==> config.mk <==
export PLATFORM = sky130hd
export DESIGN_NAME = rcap_gdec
export DESIGN_NICKNAME = d
export VERILOG_FILES = /design/src/rtl/rcap_gdec_pkg.sv /design/src/rtl/rcap_gdec_gdec3.sv /design/src/rtl/rcap_gdec_vote.sv /design/src/rtl/rcap_gdec.sv
export SDC_FILE = /design/constraint.sdc
export NUM_CORES = 1
export LEC_CHECK = 0
export BUFFER_PORTS_ARGS = -buffer_cell sky130_fd_sc_hd__buf_2
export CAP_MARGIN = 20
export CORE_UTILIZATION = 53
export CTS_CLUSTER_DIAMETER = 100
export DETAILED_ROUTE_END_ITERATION = 8
export PLACE_DENSITY = 0.78
export RECOVER_POWER = 100
export SLEW_MARGIN = 20
export SYNTH_ARGS = -nofsm -noshare
export SYNTH_HDL_FRONTEND = slang
export SYNTH_SLANG_ARGS = --single-unit
==> constraint.sdc <==
create_clock -name CLK -period 2.3 [get_ports CLK]
set_input_delay 0.115 -clock CLK [delete_from_list [all_inputs] [get_ports CLK]]
set_output_delay 0.115 -clock CLK [all_outputs]
set_load 0.05 [all_outputs]
==> src/rtl/rcap_gdec_pkg.sv <==
// Shared types and helpers for the read-capture gray sample-address decoder.
package rcap_gdec_pkg;

  typedef enum logic [1:0] {
    ST_IDLE = 2'd0,
    ST_RUN  = 2'd1,
    ST_FIN  = 2'd2
  } state_t;

  localparam logic [3:0] ERR_MAX = 4'hF;

  // A clear UPSIE inverts the MSB before the standard reflected-gray decode.
  function automatic logic [2:0] gray3_dec(input logic [2:0] i_g, input logic i_upsie);
    logic [2:0] g;
    g = i_g ^ {~i_upsie, 2'b00};
    return {g[2], g[2] ^ g[1], g[2] ^ g[1] ^ g[0]};
  endfunction

endpackage

==> src/rtl/rcap_gdec_gdec3.sv <==
// Combinational polarity-corrected 3-bit gray-to-binary decode.
module gdec3
  import rcap_gdec_pkg::*;
(
  input  logic [2:0] i_g,
  input  logic       i_upsie,
  output logic [2:0] o_bin
);
  assign o_bin = gray3_dec(i_g, i_upsie);
endmodule

==> src/rtl/rcap_gdec_vote.sv <==
// Bitwise 2-of-3 majority voter.
module vote #(
  parameter int unsigned W = 1
) (
  input  logic [W-1:0] i_a,
  input  logic [W-1:0] i_b,
  input  logic [W-1:0] i_c,
  output logic [W-1:0] o_y
);
  assign o_y = (i_a & i_b) | (i_a & i_c) | (i_b & i_c);
endmodule

==> src/rtl/rcap_gdec.sv <==
// Read-capture sample-address decoder and sequence checker with optional TMR of
// the state, index counters and error counters.
module rcap_gdec
  import rcap_gdec_pkg::*;
#(
  parameter int unsigned NSAMP = 8,
  parameter bit          TMR   = 1'b0
) (
  input  logic       CLK,
  input  logic       RST,
  input  logic       START,
  input  logic       UPSIE,
  input  logic [2:0] SAMP,
  input  logic       SAMP_VLD,
  output logic [2:0] BIN,
  output logic       BIN_VLD,
  output logic       SEQ_ERR,
  output logic [3:0] ERR_CNT,
  output logic [7:0] SCNT,
  output logic       BUSY,
  output logic       DONE
);

  localparam int unsigned NR       = TMR ? 3 : 1;
  localparam logic [7:0]  LP_NSAMP = 8'(NSAMP);

  logic [NR-1:0][2:0] w_su_rep;
  logic [NR-1:0][2:0] w_exp_rep;
  logic [NR-1:0][2:0] w_dec_rep;
  logic [NR-1:0][7:0] w_scnt_rep;
  logic [NR-1:0][3:0] w_err_rep;

  logic [2:0] w_su;
  logic [2:0] w_exp;
  logic [2:0] w_bin;
  logic [7:0] w_scnt;
  logic [3:0] w_err;
  state_t     w_state;
  logic       w_upsie;
  logic       w_accept;

  assign w_state  = state_t'(w_su[2:1]);
  assign w_upsie  = w_su[0];
  assign w_accept = (w_state == ST_RUN) && SAMP_VLD && !START;

  // Each replica advances from the voted state, so a single upset is scrubbed next edge.
  for (genvar r = 0; r < NR; r++) begin : g_rep
    state_t     r_state;
    logic       r_upsie;
    logic [2:0] r_exp;
    logic [7:0] r_scnt;
    logic [3:0] r_err;

    gdec3 u_gdec3 (
      .i_g     (SAMP),
      .i_upsie (w_upsie),
      .o_bin   (w_dec_rep[r])
    );

    always_ff @(posedge CLK or posedge RST) begin
      if (RST) begin
        r_state <= ST_IDLE;
        r_upsie <= 1'b1;
        r_exp   <= '0;
        r_scnt  <= '0;
        r_err   <= '0;
      end else if (START) begin
        r_state <= ST_RUN;
        r_upsie <= UPSIE;
        r_exp   <= '0;
        r_scnt  <= '0;
        r_err   <= '0;
      end else if (w_accept) begin
        r_state <= (w_scnt + 8'd1 == LP_NSAMP) ? ST_FIN : ST_RUN;
        r_upsie <= w_upsie;
        r_exp   <= w_exp + 3'd1;
        r_scnt  <= w_scnt + 8'd1;
        r_err   <= (w_dec_rep[r] != w_exp && w_err != ERR_MAX) ? w_err + 4'd1 : w_err;
      end else begin
        r_state <= w_state;
        r_upsie <= w_upsie;
        r_exp   <= w_exp;
        r_scnt  <= w_scnt;
        r_err   <= w_err;
      end
    end

    assign w_su_rep[r]   = {r_state, r_upsie};
    assign w_exp_rep[r]  = r_exp;
    assign w_scnt_rep[r] = r_scnt;
    assign w_err_rep[r]  = r_err;
  end

  if (TMR) begin : g_vote
    vote #(.W(3)) u_v_su   (.i_a(w_su_rep[0]),   .i_b(w_su_rep[1]),   .i_c(w_su_rep[2]),   .o_y(w_su));
    vote #(.W(3)) u_v_exp  (.i_a(w_exp_rep[0]),  .i_b(w_exp_rep[1]),  .i_c(w_exp_rep[2]),  .o_y(w_exp));
    vote #(.W(3)) u_v_dec  (.i_a(w_dec_rep[0]),  .i_b(w_dec_rep[1]),  .i_c(w_dec_rep[2]),  .o_y(w_bin));
    vote #(.W(8)) u_v_scnt (.i_a(w_scnt_rep[0]), .i_b(w_scnt_rep[1]), .i_c(w_scnt_rep[2]), .o_y(w_scnt));
    vote #(.W(4)) u_v_err  (.i_a(w_err_rep[0]),  .i_b(w_err_rep[1]),  .i_c(w_err_rep[2]),  .o_y(w_err));
  end else begin : g_single
    assign w_su   = w_su_rep[0];
    assign w_exp  = w_exp_rep[0];
    assign w_bin  = w_dec_rep[0];
    assign w_scnt = w_scnt_rep[0];
    assign w_err  = w_err_rep[0];
  end

  always_ff @(posedge CLK or posedge RST) begin
    if (RST) begin
      BIN     <= '0;
      BIN_VLD <= 1'b0;
    end else begin
      BIN_VLD <= w_accept;
      if (w_accept) BIN <= w_bin;
    end
  end

  // Status flags are pure decodes of registered state; the error flag is sticky
  // because the saturating counter never returns to zero within a run.
  assign ERR_CNT = w_err;
  assign SCNT    = w_scnt;
  assign SEQ_ERR = (w_err != 4'd0);
  assign BUSY    = (w_state == ST_RUN);
  assign DONE    = (w_state == ST_FIN);

endmodule

== After elaboration in Yosys (flattened, before gate mapping) ==
Cells that the tools add are included.

* Bits in registers: 22
* Input bits: 8
* Output and inout bits: 19
* Logic and storage cells: 37

* $add $sub $neg: 3
* Equality and inequality tests: 5
* Mux-type cells: 10
* Bitwise logic cells: 4
* Reductions and logical operators: 8

{| class="wikitable"
|+ Operators by type and width
! cell !! count
|-
| $mux W8 || 2
|-
| $mux W4 || 3
|-
| $add A8 B1 Y8 const B || 1
|-
| $eq A8 B4 Y1 const B || 1
|-
| $mux W2 || 3
|-
| $mux W3 || 2
|-
| $add A4 B1 Y4 const B || 1
|-
| $ne A4 B4 Y1 const B || 1
|-
| $reduce_bool A2 Y1 || 2
|-
| $reduce_bool A4 Y1 || 1
|-
| $add A3 B1 Y3 const B || 1
|-
| $logic_and A1 B1 Y1 || 3
|-
| $ne A3 B3 Y1 || 1
|-
| $xor A3 B3 Y3 || 1
|-
| $eq A2 B1 Y1 const B || 1
|-
| $eq A2 B2 Y1 const B || 1
|-
| $reduce_and A2 Y1 || 1
|-
| $xor A1 B1 Y1 || 2
|-
| $logic_not A1 Y1 || 1
|-
| $not A1 Y1 || 1
|}

== Logic depth before layout (Yosys ltp) ==
* Depth in word-level cells: 9
* Gate-level depth with buffers: 5
* Gate-level depth less buffers: 5

== By module ==
Synthesis repeated with hierarchy kept, for this count alone.

* Cell total of the unflattened synthesis: 116
* Area, all modules: 1176.1 um2

{| class="wikitable"
|+ By module, submodules not included
! module !! instances !! cells each !! area each (um2) !! sequential area each (um2)
|-
| rcap_gdec || 1 || 112 || 1133.6 || 551.8
|-
| gdec3 || 1 || 4 || 42.5 || 0.0
|}

== Worst setup path after synthesis ==
OpenSTA, ideal clock, no wires.

* Kind: reg-to-reg
* Start point: register g_rep[0].r_scnt[0] (netlist: SCNT[0])
* End point: register g_rep[0].r_state[1]
* Setup time: 121 ps
* Arrival: 1703 ps
* Data required time: 2179 ps
* Setup slack: 477 ps
* Stages on the path, launching flop included: 6
* Buffers on the path: 0
* Period minus slack after synthesis: 1823 ps
* Cell sequence: dfrtp_1 > ha_1 > and4_1 > nand2_1 > xor2_1 > a41o_1

* Longest elaborated chain between the ends: 5

{| class="wikitable"
|+ RTL lines
! what !! line !! text
|-
| start: declaration || rcap_gdec.sv:51 || <nowiki>logic [7:0] r_scnt;</nowiki>
|-
| start signal: assignment || rcap_gdec.sv:77 || <nowiki>r_scnt <= w_scnt + 8'd1;</nowiki>
|-
| start signal: assignment || rcap_gdec.sv:83 || <nowiki>r_scnt <= w_scnt;</nowiki>
|-
| $add A8 B1 Y8 || rcap_gdec.sv:74 || <nowiki>r_state <= (w_scnt + 8'd1 == LP_NSAMP) ? ST_FIN : ST_RUN;</nowiki>
|-
| $eq A8 B4 Y1 || rcap_gdec.sv:74 ||
|-
| $mux W2 || rcap_gdec.sv:74 ||
|-
| $mux W2 || rcap_gdec.sv:73 || <nowiki>end else if (w_accept) begin</nowiki>
|-
| $mux W2 || rcap_gdec.sv:67 || <nowiki>end else if (START) begin</nowiki>
|-
| end signal: assignment || rcap_gdec.sv:74 ||
|-
| end signal: assignment || rcap_gdec.sv:80 || <nowiki>r_state <= w_state;</nowiki>
|-
| end: declaration || rcap_gdec.sv:48 || <nowiki>state_t r_state;</nowiki>
|}

Every way passes these cells. The select of a mux whose other input is x is not followed.
A chain may end at the register's enable or synchronous reset.

== Final worst setup path ==
* Start point: register g_rep[0].r_exp[0]
* End point: register g_rep[0].r_err[0] (netlist: ERR_CNT[0])

* Longest elaborated chain between the ends: 4

{| class="wikitable"
|+ RTL lines
! what !! line !! text
|-
| start: declaration || rcap_gdec.sv:50 || <nowiki>logic [2:0] r_exp;</nowiki>
|-
| start signal: assignment || rcap_gdec.sv:76 || <nowiki>r_exp <= w_exp + 3'd1;</nowiki>
|-
| start signal: assignment || rcap_gdec.sv:82 || <nowiki>r_exp <= w_exp;</nowiki>
|-
| $ne A3 B3 Y1 || rcap_gdec.sv:78 || <nowiki>r_err <= (w_dec_rep[r] != w_exp && w_err != ERR_MAX) ? w_err + 4'd1 : w_err;</nowiki>
|-
| $logic_and A1 B1 Y1 || rcap_gdec.sv:78 ||
|-
| $reduce_bool A2 Y1 (no line) || n/a ||
|-
| $reduce_and A2 Y1 (no line) || n/a ||
|-
| end signal: assignment || rcap_gdec.sv:78 ||
|-
| end signal: assignment || rcap_gdec.sv:84 || <nowiki>r_err <= w_err;</nowiki>
|-
| end: declaration || rcap_gdec.sv:52 || <nowiki>logic [3:0] r_err;</nowiki>
|}

Every way passes these cells.

==> summary.md <==
| Metric | Value |
|---|---|
| Filler instances | approximately 210 |
| Number of warning messages in the yosys log | 0 |
| Number of setup buffers added after CTS | 0 |
| Net count of the mapped netlist | 139 |
| Endpoint of the most critical register-to-register path | ERR_CNT[0] |
| Startpoint type of the worst setup path | flop |
| Setup repair after global routing missed its margin | no |
| Endpoint with the worst hold slack | g_rep[0].r_upsie |
| Most area-consuming cells after synthesis | dfrtp_1 42%, xor2_1 6.3%, ha_1 5.0%, nand2_1 4.2%, xnor2_1 4.2% |
| Post-Syn Instances | ~130 |
| Total setup violations reported at the end of the flow | 0 |
| Bufs and invs on worst path | 0 |
| Flops & latches, synth | 22 |
| Estimated wirelength of the detail-placed design | 1803 um |
| Final critical delay including setup and external delays | around 2.0 ns |
| Final critical-path share of the clock period | slightly below 90% |
| Sequential area share after synthesis | roughly 44% |
| Global-route wire length before repair | about 4300 um |
| Number of cells traversed by the worst hold path | 2 |
| Die outline width | around 50 um |
| Die footprint | 2552 um2 |
| Largest area contributor in the netlist | dfrtp_1 |
| Count of hold buffers inserted by post-cts repair | 1 |
| Routed WL per cell | roughly 14 um |
| Placed Instances | ~180 |
| Number of core rows | 17 |
| Vias after detailed routing | 1008 |
| Total of cells resized after clock tree synthesis | 0 |
| Worst slew margin | a little under half |
| Crit path DAT | ~2.2 ns |
| Biggest fanout along the worst timing path | 4 |
| Antenna viol nets, final | 0 |
| 1st-pass router iterations | 4 |
| Start of the worst register-to-register path | g_rep[0].r_exp[0] |
| Slew @ Worst Pin | just over 0.8 ns |
| Cell Chain, Critical Path | xor3_1 -> nor4_1 -> nor3_2 -> mux2_1 |
| DRC violations left | 0 |
| Fmax achieved | roughly 500 MHz |
| Initial standard-cell utilization of the core | a little under three fifths |
| Number of clock buffers inserted by TritonCTS | 3 |
| Outcome | completed |
| Signed area change from the synthesized netlist to the final layout | 13.64% |
| Ratio of cells with drive above 1 in the final layout | 10.39% |
| Non-filler instance count after layout | roughly 180 |
| Nature of the critical path endpoint | flop |
| Cell area after technology mapping | 1247 um2 |
| Kind of critical path | flop to flop |
| Drt total wl | approximately 2500 um |
| CORE AREA | 2212 um2 |
| Die extent in y | roughly 51 um |
| Largest net degree at the start of global routing | 23 |
| Final Hold Viols | 0 |
| Cell Int Power | 0.5686 mW |
| Netlist cell types | 37 |
| Insertion delay to the later sink of the worst-skew pair | around 0.31 ns |
| Vias in the first global route | 980 |
| Tightest Hold Check Type | input port to flop |
| Max-slew violations | 0 |
| H-tree level count | 1 |
| CP delay by family, top | simple AND/OR/NAND/NOR gates |
| Share of the core filled with cells in the final layout | between 60% and 70% |
| Portion of total power attributed to combinational logic | about 25% |
| Slowest CP cell | nor4_1 |
| Routability-driven placement congestion ratio | about 0.84 |
| Number of antenna violations at the first check in global routing | 0 |
| 1st-iter DRT viols | 20 |
| Worst vdd rail ir drop | around 0.43 mV |
| Min-delay src | UPSIE |
| Global route overflow | 0 |
| Final-layout setup total negative slack | 0 ns |
| Leakage | roughly 0.64 nW |
| Net Switching | 0.2965 mW |
| TritonCTS sink count | 22 |
| TritonCTS clock tree | done |
| Placed cell area | ~1400 um2 |
| Fraction of post-synthesis cell area in the top cell type by area | 42.13% |
| Count of antenna diodes in the layout | 0 |
| Total power per unit cell area | a little over 600 nW/um2 |
| Fin nets | between 150 and 200 |
| GR Util All Layers | roughly 23% |
| Clock Root Buffer | clkbuf_4 |
| Largest stage delay, worst path | roughly 0.56 ns |
| CTS clk-pin slew, worst paths | between 0.1 and 0.15 ns |
| # Max-Cap Violations | 0 |
| Switching share of power | 34.28% |
| Vias per Instance | between 5 and 6 |
| Relative contribution of the clock network to total power | 24.8% |
| Worst r2r path cells | 4 |
| Worst Clk Skew | 0.001961 ns |
| Avg Cell Area, Syn | ~9.9 um2 |
| Reg-to-reg slack, setup | roughly 0.29 ns |
| Number of top-level pins | 27 |
| Data required, critical path | approximately 2.5 ns |
| Maximum number of buffers from clock root to sink | 2 |
| PortBufs | 26 |
| Final Instance Area | approximately 1400 um2 |
| Portion of total power attributed to sequential cells | between 50% and 60% |
| Overall power after layout | roughly 0.87 mW |
how the worst max path moves through the flow:
| stage | start | end | slack (ns) | depth (start not counted) |
|---|---|---|---|---|
| after detailed placement | g_rep[0].r_exp[0] | ERR_CNT[0] | 0.48 | 4 |
| after global routing | g_rep[0].r_exp[0] | ERR_CNT[0] | 0.18 | 4 |
| final | g_rep[0].r_exp[0] | ERR_CNT[0] | 0.29 | 4 |
| after floorplan | SCNT[0] | g_rep[0].r_state[1] | 0.48 | 5 |
| after CTS | g_rep[0].r_exp[0] | ERR_CNT[0] | 0.46 | 4 |
| after global placement | g_rep[0].r_exp[0] | ERR_CNT[3] | 0.54 | 4 |
Yosys cell counts (all sizes together):
| library cell | n |
|---|---|
| a21oi | 6 |
| a41o | 1 |
| a41oi | 1 |
| and2 | 1 |
| and3b | 1 |
| and4 | 3 |
| and4b | 1 |
| buf | 1 |
| clkbuf | 3 |
| dfrtp | 21 |
| dfstp | 1 |
| ha | 5 |
| inv | 4 |
| mux2 | 3 |
| mux2i | 1 |
| nand2 | 14 |
| nand2b | 3 |
| nand3 | 7 |
| nand3b | 2 |
| nand4 | 2 |
| nor2 | 12 |
| nor2b | 4 |
| nor3 | 1 |
| nor4 | 2 |
| o2111a | 1 |
| o21ai | 3 |
| o31ai | 1 |
| or2 | 1 |
| or3 | 2 |
| or3b | 1 |
| or4 | 1 |
| xnor2 | 6 |
| xor2 | 9 |
| xor3 | 1 |
power by group through the flow:
stage | Clock (mW) | Combinational, mW | Sequential, mW
2_1_floorplan | 0 | 0.102 | 0.512
3_3_place_gp | 0 | 0.219 | 0.441
3_5_place_dp | 0 | 0.225 | 0.444
4_1_cts | 0.224 | 0.227 | 0.437
5_1_grt | 0.233 | 0.235 | 0.441
6_report | 0.214 | 0.215 | 0.436
cells in the final DEF, fill, tap and decap left out, drive strengths merged, types with 4 or more instances in the layout:
master	netlist	layout
nor2b	4	4
inv	4	4
nand3	7	7
dfrtp	21	21
nor2	12	12
ha	5	5
buf	1	7
nand2	14	14
xor2	9	9
clkbuf	3	24
a21oi	6	6
xnor2	6	6
flip-flops by register name, indices dropped and copies added, names as in the netlist:
signal,cells
SCNT,8
g_rep.r_exp,3
BIN_VLD,1
ERR_CNT,4
g_rep.r_state,2
BIN,3
g_rep.r_upsie,1
routing by layer:
| layer | routed length, um | track usage (%) |
|---|---|---|
| met5 | 0 | 0 |
| met4 | 28 | 9.259 |
| met2 | 1257 | 37.78 |
| met3 | 97 | 3.030 |
| met1 | 1106 | 29.88 |
cell type report:
| cell class | count | area, um2 | area share (%) |
|---|---|---|---|
| inverter | 4 | 15.01 | 1.059 |
| multi-input combinational | 96 | 659.4 | 46.51 |
| timing repair buffer | 28 | 120.1 | 8.473 |
| clock buffer | 4 | 36.28 | 2.560 |
| tap | 28 | 35.03 | 2.471 |
| sequential | 22 | 551.8 | 38.92 |
stage by stage:
step                      setup WS, ns  hold slack (ns)
final                           0.2926          0.05051
after global routing            0.1839          0.04701
after CTS                       0.4624          0.04366
after detailed placement        0.4849           0.3233
after global placement          0.5438           0.3121
after floorplan                 0.4767           0.1035
worst register-to-register path, delay by kind of cell, from the launching register on:
family                    cells  cell delay (ns)
and+or+nand+nor               2             0.70
xor gates and xnor gates      1             0.46
DFF                           1             0.41
muxes                         1             0.33
cell families after synthesis:
group / Yosys count / share of synthesized area (%)
flops: 22 / 44.23
buf+inv: 8 / 2.407
simple gates: 58 / 25.78
mux: 4 / 3.510
fa+ha+maj: 5 / 5.015
xor+xnor: 16 / 12.44
compound gates: 13 / 6.620
Note: power is estimated with default switching activity, not from simulation.
